### src/rtl/countdown_timer.sv
// MM:SS down-counter with one-second prescaler, pause/resume and expiry pulse.
// Define AUTO_RELOAD_EN for periodic mode (reload preset on expiry, keep running).
module countdown_timer #(
  parameter int TICK_DIV = 50_000_000
) (
  input  logic       clk,
  input  logic       rst_n,
  input  logic       load,
  input  logic [5:0] set_minute,
  input  logic [5:0] set_second,
  input  logic       start,
  input  logic       stop,
  input  logic       clear,
  output logic [5:0] r_minute,
  output logic [5:0] r_second,
  output logic       sec_tick,
  output logic       running,
  output logic       expired
);

  localparam int PW = $clog2(TICK_DIV);
  localparam logic [PW-1:0] LAST = PW'(TICK_DIV - 1);

  typedef enum logic [1:0] {
    IDLE,
    RUN,
    PAUSE,
    DONE
  } state_t;

  state_t          state, state_n;
  logic [PW-1:0]   presc, presc_n;
  logic [5:0]      pre_min, pre_sec;
  logic [5:0]      pre_min_n, pre_sec_n;
  logic [5:0]      min_n, sec_n;
  logic [5:0]      ld_min, ld_sec;
  logic            tick_n, exp_n;
  logic            at_zero, last_sec;

  assign ld_min   = (set_minute > 6'd59) ? 6'd59 : set_minute;
  assign ld_sec   = (set_second > 6'd59) ? 6'd59 : set_second;
  assign at_zero  = (r_minute == 6'd0) && (r_second == 6'd0);
  assign last_sec = (r_minute == 6'd0) && (r_second == 6'd1);

  always_comb begin
    state_n   = state;
    presc_n   = presc;
    min_n     = r_minute;
    sec_n     = r_second;
    pre_min_n = pre_min;
    pre_sec_n = pre_sec;
    tick_n    = 1'b0;
    exp_n     = 1'b0;
    if (clear) begin
      state_n   = IDLE;
      presc_n   = '0;
      min_n     = 6'd0;
      sec_n     = 6'd0;
      pre_min_n = 6'd0;
      pre_sec_n = 6'd0;
    end else if (load) begin
      state_n   = IDLE;
      presc_n   = '0;
      min_n     = ld_min;
      sec_n     = ld_sec;
      pre_min_n = ld_min;
      pre_sec_n = ld_sec;
    end else begin
      unique case (state)
        RUN: begin
          if (stop) state_n = PAUSE;
          if (presc == LAST) begin
            presc_n = '0;
            tick_n  = 1'b1;
            if (last_sec) begin
              exp_n = 1'b1;
`ifdef AUTO_RELOAD_EN
              min_n = pre_min;
              sec_n = pre_sec;
`else
              // Expiry wins over a coincident stop.
              min_n   = 6'd0;
              sec_n   = 6'd0;
              state_n = DONE;
`endif
            end else if (r_second != 6'd0) begin
              sec_n = r_second - 6'd1;
            end else begin
              sec_n = 6'd59;
              min_n = r_minute - 6'd1;
            end
          end else begin
            presc_n = presc + 1'b1;
          end
        end
        IDLE, PAUSE: begin
          if (start && !stop) begin
            if (at_zero) begin
              exp_n   = 1'b1;
              state_n = DONE;
            end else begin
              state_n = RUN;
            end
          end
        end
        DONE: begin
        end
        default: state_n = IDLE;
      endcase
    end
  end

  always_ff @(posedge clk or negedge rst_n) begin
    if (!rst_n) begin
      state    <= IDLE;
      presc    <= '0;
      r_minute <= 6'd0;
      r_second <= 6'd0;
      pre_min  <= 6'd0;
      pre_sec  <= 6'd0;
      sec_tick <= 1'b0;
      expired  <= 1'b0;
      running  <= 1'b0;
    end else begin
      state    <= state_n;
      presc    <= presc_n;
      r_minute <= min_n;
      r_second <= sec_n;
      pre_min  <= pre_min_n;
      pre_sec  <= pre_sec_n;
      sec_tick <= tick_n;
      expired  <= exp_n;
      running  <= (state_n == RUN);
    end
  end

  a_no_zero_run: assert property (
    @(posedge clk) disable iff (!rst_n)
    (state == RUN) |-> !at_zero
  );

endmodule

### config.mk
export PLATFORM = sky130hd
export DESIGN_NAME = countdown_timer
export DESIGN_NICKNAME = d
export VERILOG_FILES = /design/src/rtl/countdown_timer.sv
export SDC_FILE = /design/constraint.sdc
export NUM_CORES = 1
export LEC_CHECK = 0
export CORE_MARGIN = 1
export CORE_UTILIZATION = 36
export DETAILED_ROUTE_END_ITERATION = 6
export HOLD_SLACK_MARGIN = 0.15
export PLACE_DENSITY = 0.63
export SYNTH_ARGS = -nofsm -noshare
export SYNTH_HDL_FRONTEND = slang
export SYNTH_SLANG_ARGS = --single-unit
export TNS_END_PERCENT = 30
### constraint.sdc
create_clock -name clk -period 5.9 [get_ports clk]
set_input_delay 0.59 -clock clk [delete_from_list [all_inputs] [get_ports clk]]
set_output_delay 0.59 -clock clk [all_outputs]
set_load 0.005 [all_outputs]
==> flow_summary.ini <==
[status]
outcome = complete, no violations

[clocking]
clkTransAtPathRegs_ns = 0.09
cts_setup_buffers = 0
hold_buffers = 0
clk_latency_ns = 0.30
htreeDepth = 2
clock_sinks = 43
tritoncts = built
ctsResizeCount = 0
root_buffer = clkbuf_8
cts_buffers = 5
clk_path_buf_depth = 2

[timing]
setup_viol = 0
slew-limit-headroom_pct = 30.8
slew_violations = 0
fmax_mhz = 337
rsz0062_at_grt = false
layout_setup_ws_ns = 2.93
finalCritPeriodShare_pct = 50.3
finClkSkew_ns = 0.0122
period_needed_ns = 2.97
hold_viol = 0
setup_tns_ns = 0
worst_pin_slew_ns = 1.04

[synthesis]
synth_simple_gate_area_share_pct = 27.7
synth-xor-area-share_pct = 6.66
ys_seq_elements = 43
synth_flop_cell = dfrtp_1
synth_nets = 323
synth_cells = 300
synth-compound-area-share_pct = 18.2
synth_edf_count = 0
yosysUniqueCellTypes = 54
synthAdderAreaFrac_pct = 2.38
synth_warnings = 0
synthMuxAreaShare_pct = 0
synth_area_um2 = 2630
async_reset_ff_share_pct = 100
avgSynthCellArea_um2 = 8.77
synth_top_family_by_area = simple AND/OR/NAND/NOR gates
synth-seq-area-share_pct = 40.9

[worst_hold_path]
min_path_type = primary input to asynchronous set/reset pin

[power]
p_sw_share_pct = 26.5
powerDensity_nw_per_um2 = 207
ir_drop_v = 0.000114
p_sw_w = 0.000171
p_total_w = 0.000648
total_leakage_power_nw = 1.20
p_int_w = 0.000476
p_seq_share_pct = 48.4
pwr-share-comb_pct = 16.6
clkPwrFrac_pct = 35.0

[final_layout]
area_growth_pct = 18.8
fin_area_um2 = 3130
ff_latch_area_um2 = 1080
multi_input_area_um2 = 1450
nets = 353
num-fill-cells = 677
layout-drive-gt1-share_pct = 3.64
instances_no_fill = 426
diodes = 0

[die]
fp.dieW_um = 87.5
dieArea_um2 = 7660
core_area_um2 = 6940
die_y_um = 87.5
std_cell_rows = 30
io_pins = 33
initial_utilization_pct = 37.9

[placed_design]
place.gp.congestion = 0.878
place_area_um2 = 3020
hpwl_mm = 4.63
place_inst = 419
portBuffers = 32
pre_cts_ws_ns = 2.79

[worst_setup_path]
r2r-start = r_minute[0]
path_max_fanout = 8
slowest_stage = nor4b_1
worst-r2r-cell-count = 7
cp.arrival_ns = 3.18
r2r-end = r_minute[0]
path_class = register to register
startpoint_type = register
required_ns = 6.12
cp-end-kind = register
cp_slowest_stage_delay_ns = 0.65
rrSetupSlack_ns = 2.93
crit_chain = inv_1 -> ha_1 -> nor4b_1 -> nand4_1 -> a2111oi_4 -> o221ai_1 -> a21oi_1

[route]
finalWirelength_mm = 6.43
drt_iter0_drc = 148
drt_pass1_iterations = 5
vias = 2425
ant_nets = 0
via_per_inst = 5.69
top_layer = met4
m1WireLength_mm = 2.99
drc = 0
route.met2.wl_mm = 3.01
wl_per_cell_um = 15.1
routed-wl-met3_um = 363

[grt]
grt_use_total_pct = 18.5
antenna_found_initial = 0
overflow = 0
grt_pass1_vias = 2355
grt_start_max_net_pins = 44
grt_pass1_wl_mm = 11.1

[flow_run]
max_cap_violations = 0
[worst max path at each step]
stage | from | end | slack [ns] | cells past startpoint
2_1_floorplan | r_minute[0] | r_minute[0] | 3.56 | 7
3_3_place_gp | load | r_second[2] | 2.82 | 6
3_5_place_dp | load | r_second[5] | 2.79 | 6
4_1_cts | r_minute[0] | r_minute[0] | 2.92 | 7
5_1_grt | r_minute[0] | r_minute[4] | 2.56 | 7
6_report | r_minute[0] | r_minute[0] | 2.93 | 7
[stage by stage]
| step | hold slack, ns | utilization [%] |
|---|---|---|
| after floorplan | 0.294 | - |
| after global placement | 0.498 | 43.5 |
| after detailed placement | 0.509 | 43.5 |
| after CTS | 0.481 | 45.0 |
| after global routing | 0.539 | 45.0 |
| final | 0.426 | 45.0 |
[per-layer routing]
layer  track usage [%]  up-vias
met1              24.8     1164
li1                  -     1175
met4              6.26        0
met3              3.70        9
met5                 0        -
met2              29.8       77
[layout make-up]
| type | instances | area share [%] |
|---|---|---|
| timing repair buffer | 32 | 10.1 |
| tap | 96 | 3.84 |
| sequential | 43 | 34.4 |
| clock buffer | 6 | 2.32 |
| multi-input combinational | 230 | 46.2 |
| clock inverter | 1 | 0.960 |
| inverter | 18 | 2.16 |
[critical path: cells and delay by family (launching register included)]
family / cells / cell delay (ns)
buf+inv: 1 / 0.08
compound gates: 3 / 0.98
flops: 1 / 0.45
fa+ha+maj: 1 / 0.21
simple gates: 2 / 1.15
[cell usage in the layout, fill, tap and decap left out, types with 15 or more instances in the layout]
cell / netlist / final
dfrtp_1: 43 / 43
nor2_1: 38 / 38
clkdlybuf4s50_1: 0 / 31
nand3_1: 21 / 21
inv_1: 18 / 18
nand2_1: 17 / 17
nand4_1: 15 / 15
a21oi_1: 15 / 15
o21ai_0: 15 / 15
[power groups by stage]
| stage | sequential [W] | combinational, W | clock, W |
|---|---|---|---|
| floorplan | 0.000318 | 0.0000612 | 0 |
| detailed placement | 0.000319 | 0.000108 | 0 |
| CTS | 0.000313 | 0.000109 | 0.000231 |
| global route | 0.000315 | 0.000122 | 0.000242 |
| global placement | 0.000319 | 0.000108 | 0 |
| finish | 0.000314 | 0.000107 | 0.000227 |
[state kept, by name (all words and copies together) (netlist names)]
| name | count |
|---|---|
| presc | 26 |
| r_minute | 6 |
| r_second | 6 |
| state | 2 |
| expired | 1 |
| running | 1 |
| sec_tick | 1 |
[kinds of logic (layout without fill, tap and decap cells)]
group	after synthesis	count (layout)
adders and majority gates	5	5
AOI/OAI and AO/OA	68	68
xor gates and xnor gates	20	20
and+or+nand+nor	137	137
buffers and inverters	27	57
DFF	43	43
[cell usage after synthesis (3+ instances only)]
library cell	count	area share [%]
nor2_1	38	5.4
inv_1	18	2.6
nand4_1	15	3.6
a31oi_1	7	1.7
nor4_1	7	1.7
nand4b_1	3	1.0
nand3_1	21	4.0
dfrtp_1	43	41
nand2_1	17	2.4
o221ai_1	3	1.0
or4_1	8	2.3
clkbuf_1	6	0.86
a21oi_1	15	2.9
o22ai_1	3	0.71
ha_1	5	2.4
and4_1	4	1.3
xor2_1	10	3.3
and3_1	3	0.71
xnor2_1	10	3.3
nor3_1	6	1.1
o21ai_0	15	2.9
No activity file was read; power rests on OpenSTA's default activity.
==> patch 1, RTL diff (same flow settings) <==
Build with the macro `AUTO_RELOAD_EN` defined.
--- a/src/rtl/countdown_timer.sv
+++ b/src/rtl/countdown_timer.sv
@@ -1,4 +1,6 @@
 // MM:SS down-counter with one-second prescaler, pause/resume and expiry pulse.
 // Define AUTO_RELOAD_EN for periodic mode (reload preset on expiry, keep running).
+`define AUTO_RELOAD_EN
+
 module countdown_timer #(
   parameter int TICK_DIV = 50_000_000
Function: same outputs for any inputs over 10 cycles, from zero or initial values and one cycle with rst_n low; that may be too few to reach the edited logic, so the function may still have changed.
==> patch 1 against the unedited design <==
Sequential power increased by 30%. Total power is 26% higher. Cell area up 19%. First-iteration DRC count increased by 4.1%. Fmax up 8.2%. Largest power group unchanged. Die area is 20% higher. Area after synthesis up 21%. Critical path type is now primary input to flip-flop. Sequential cell count up 12. Setup slack improved by 230 ps. Routed wire length grew 20%. Global-route usage hardly changed.
==> patch 1: results (changes against the unedited design) <==
Outcome: finished, final reports clean
Slowest cell delay on critical path: 810 ps (+160 ps)
Slowest library cell on the worst path: clkdlybuf4s50_1
Routability cong.: 0.812 (-7.6%)
Final #Nets: 398 (+13%)
Mapped Nets: 366 (+13%)
Vias in the first global route: 2633 (+12%)
Insertion delay to the later sink of the worst-skew pair: 310 ps
Detailed Route Iter0 Violations: 154 (+4.1%)
Reg clk slew, reported paths: 110 ps (+20 ps)
Synth area leaders: dfrtp_1 (43%), nor2_1 (4.1%), a21oi_1 (3.3%), xnor2_1 (2.8%), nand2_1 (2.7%)
Peak VDD IR: 0.000123 V (+8.2%)
GRT Util Overall: 0.185 (about the same)
Initial antenna violation count: 0 (unchanged)
First-pass GRT wire length: 13.1 mm (+18%)
Post-CTS Repair Setup Buffers: 0 (unchanged)
Relative max-transition margin: 0.456 (+0.148)
Crit-path max FO: 22 (+14)
Fillers: 842 (+24%)
Clock skew after layout: 12.5 ps (+0.260 ps)
Share of cells above drive strength 1: 0.0693 (+0.0330)
DR pass1 iterations: 4 (-1)
LEAKAGE: 1.49 nW (+25%)
Via-to-Cell Ratio: 5.66 (-0.56%)
Sequential cell area fraction in the yosys report: 0.433 (+0.0245)
Worst slack, placed: 2820 ps (+32.9 ps)
Most frequent cells after synthesis: dfrtp_1 (55), nor2_1 (35), nand2_1 (23)
Hpwl dp: 5.47 mm (+18%)
CP arrival: 2950 ps (-230 ps)
Largest net degree at the start of global routing: 56 (+27%)
Final wirelength: 7.71 mm (+20%)
-- patch 1: metal layers --
layer / part of all wire / vias up / routed length, um / global-route usage
met5: 0 / - / 0 / 0
met3: 0.037 / 7 / 287 / 0.0324
met1: 0.49 / 1307 / 3790 / 0.259
met4: 0.011 / 0 / 84 / 0.0609
li1: - / 1340 / - / -
met2: 0.46 / 63 / 3550 / 0.289
-- patch 1: cell type report --
class / instances / area [um^2] / area share
inverters: 14 / 52.6 / 0.0141
clock buffers: 6 / 82.6 / 0.0222
repair buffers: 36 / 345 / 0.0926
multi-input cells: 262 / 1700 / 0.457
flip-flops and latches: 55 / 1380 / 0.369
clock inverters: 2 / 35.0 / 0.00940
well taps: 105 / 131 / 0.0352
-- patch 1: logic make-up after synthesis --
logic type	Yosys count	synth area share
mux	13	0.0429
simple gates	138	0.240
xor+xnor	17	0.0469
flops	55	0.433
compound gates	88	0.183
buf+inv	25	0.0299
fa+ha+maj	6	0.0236
-- patch 1: per-stage QoR --
step                instances  area, um^2  power (mW)
global route              480        3730       0.855
detailed placement        472        3610       0.555
CTS                       480        3730       0.821
floorplan                 342        3180       0.491
finish                    480        3730       0.815
global placement          472        3610       0.554
-- patch 1: worst register-to-register path, stage by stage (launching register included) --
cell,delay (ps)
dfrtp_1,450
or4_4,570
or4_4,530
o21ai_1,570
buf_4,340
nor2_1,80
-- patch 1: where the power goes --
group / switching [mW] / internal, mW / total, mW
Combinational: 0.0734 / 0.0651 / 0.138
Clock: 0.130 / 0.138 / 0.267
Sequential: 0.0183 / 0.391 / 0.409
-- patch 1: final timing paths --
kind,cells after the start,slack [ps],start,to
setup / recovery,6,3160,clear,presc[12]
hold / removal,2,390,rst_n,r_minute[5]
setup reg to reg,5,3250,presc[18],presc[13]
hold reg to reg,1,490,pre_sec[0],pre_sec[0]
max in group asynchronous,2,5010,rst_n,presc[20]
min in group clk,1,490,pre_sec[0],pre_sec[0]
==> patch 2, RTL diff (same flow settings) <==
Without the edit above. Remove the register `sec_tick`: a continuous assignment takes its place, so the output `sec_tick` follows one clock earlier.
--- a/src/rtl/countdown_timer.sv
+++ b/src/rtl/countdown_timer.sv
@@ -119,5 +119,4 @@
       pre_min  <= 6'd0;
       pre_sec  <= 6'd0;
-      sec_tick <= 1'b0;
       expired  <= 1'b0;
       running  <= 1'b0;
@@ -129,9 +128,10 @@
       pre_min  <= pre_min_n;
       pre_sec  <= pre_sec_n;
-      sec_tick <= tick_n;
       expired  <= exp_n;
       running  <= (state_n == RUN);
     end
   end
+
+  assign sec_tick = tick_n;
 
   a_no_zero_run: assert property (
Function: no difference found for any inputs over 10 cycles, from zero or initial values and one cycle with rst_n low; that may be too few to reach the edited logic, so the function may still have changed.
==> patch 2 against the unedited design <==
Synthesized cell count shrank 0.33%. Routed wire length grew 4.4%. Fmax shrank 25%. Total power grew 0.21%. Sequential cell count shrank 1. Area after synthesis shrank 0.95%. Register-to-register slack lost 90 ps. Final cell count is the same. Cell area shrank 0.60%. Setup slack lost 970 ps. Clock power grew 3%. Critical endpoint is now sec_tick. Largest cell class unchanged.
==> patch 2: results (changes against the unedited design) <==
LEAKAGE: 1.19 nW (-0.61%)
First-pass GRT wire length: 11.3 mm (+1.7%)
Synth area leaders: dfrtp_1 (40%), nor2_1 (5.5%), nand3_1 (4.0%), nand4_1 (3.6%), xnor2_1 (3.4%)
Share of cells above drive strength 1: 0.0424 (+0.00606)
CP arrival: 3340 ps (+160 ps)
Via-to-Cell Ratio: 5.72 (+0.54%)
Clock group: 233 uW (+3%)
Clock skew after layout: 11.8 ps (-0.395 ps)
DR pass1 iterations: 4 (-1)
Post-synthesis mux area share: 0 (unchanged)
Psw: 179 uW (+4.3%)
Crit path to: sec_tick
Most frequent cells after synthesis: dfrtp_1 (42), nor2_1 (38), nand3_1 (21)
Met2 usage in global routing: 0.311 (+0.0131)
Worst reg-to-reg setup slack: 2840 ps (-90 ps)
Combinational share of power: 0.168 (+0.002)
Family with the most delay on the worst path: simple AND/OR/NAND/NOR gates
Crit-path max FO: 19 (+11)
Detailed Route Iter0 Violations: 139 (-6.1%)
Final wirelength: 6.71 mm (+4.4%)
Peak VDD IR: 0.000115 V (+0.64%)
Vias in the first global route: 2356 (+0.042%)
Compound-Gate Fraction of Synth Area: 0.184 (+0.00175)
R2R Path End: r_minute[4]
WL met3: 300 um (-17%)
Met3 GRT Util: 0.0351 (-0.00190)
Met1 GRT Util: 0.250 (+0.00253)
Ant. Diodes: 0 (unchanged)
Met1 Wirelength: 3.19 mm (+6.8%)
Largest net degree at the start of global routing: 43 (-2.3%)
Synth area leader: dfrtp_1
Cell variety after synth: 54 (unchanged)
Yosys warns: 0 (unchanged)
GRT Util Overall: 0.190 (+0.00522)
Insertion delay to the later sink of the worst-skew pair: 300 ps (about the same)
Fmax: 254 MHz (-25%)
Hpwl dp: 4.65 mm (+0.60%)
TritonCTS Buffers: 5 (unchanged)
DR top layer: met4
Crit. Startpoint: load
Slowest library cell on the worst path: clkdlybuf4s50_1
Final #Nets: 352 (-0.28%)
Post-CTS Repair Setup Buffers: 0 (unchanged)
Mapped Nets: 322 (-0.31%)
Actual slew at the worst max-slew pin: 1070 ps (+31.0 ps)
Slowest cell delay on critical path: 710 ps (+60 ps)
Worst slack, placed: 1970 ps (-822 ps)
Met2 WL: 3.16 mm (+4.7%)
Outcome: finished, final reports clean
Reg clk slew, reported paths: 80 ps
Root Driver: clkbuf_8
Sequential cell area fraction in the yosys report: 0.403 (-0.00568)
Synth Area in XOR/XNOR: 0.0672 (+0.000639)
Fillers: 711 (+5.0%)
Post-synthesis adder-cell area fraction: 0.0240 (+0.000228)
patch 2: worst min-delay path by stage:
stage,endpoint,cells past startpoint
after floorplan,expired,0
after global placement,presc[1],1
after detailed placement,presc[0],1
after CTS,expired,1
after global routing,r_minute[5],1
final,r_minute[1],1
patch 2: layout make-up:
type | instances | area (um^2) | area share
multi-input combinational | 230 | 1450 | 0.465
clock inverter | 3 | 40.0 | 0.0129
timing repair buffer | 32 | 315 | 0.101
sequential | 42 | 1050 | 0.338
inverter | 18 | 67.6 | 0.0217
clock buffer | 5 | 68.8 | 0.0221
tap | 96 | 120 | 0.0386
patch 2: through the flow:
stage / hold slack [ps] / power [mW] / cell area (um^2) / cells
6_report: 422 / 0.649 / 3110 / 426
5_1_grt: 519 / 0.678 / 3110 / 426
4_1_cts: 465 / 0.654 / 3110 / 426
3_5_place_dp: 508 / 0.421 / 3000 / 418
3_3_place_gp: 500 / 0.420 / 3000 / 418
2_1_floorplan: 294 / 0.372 / 2610 / 299
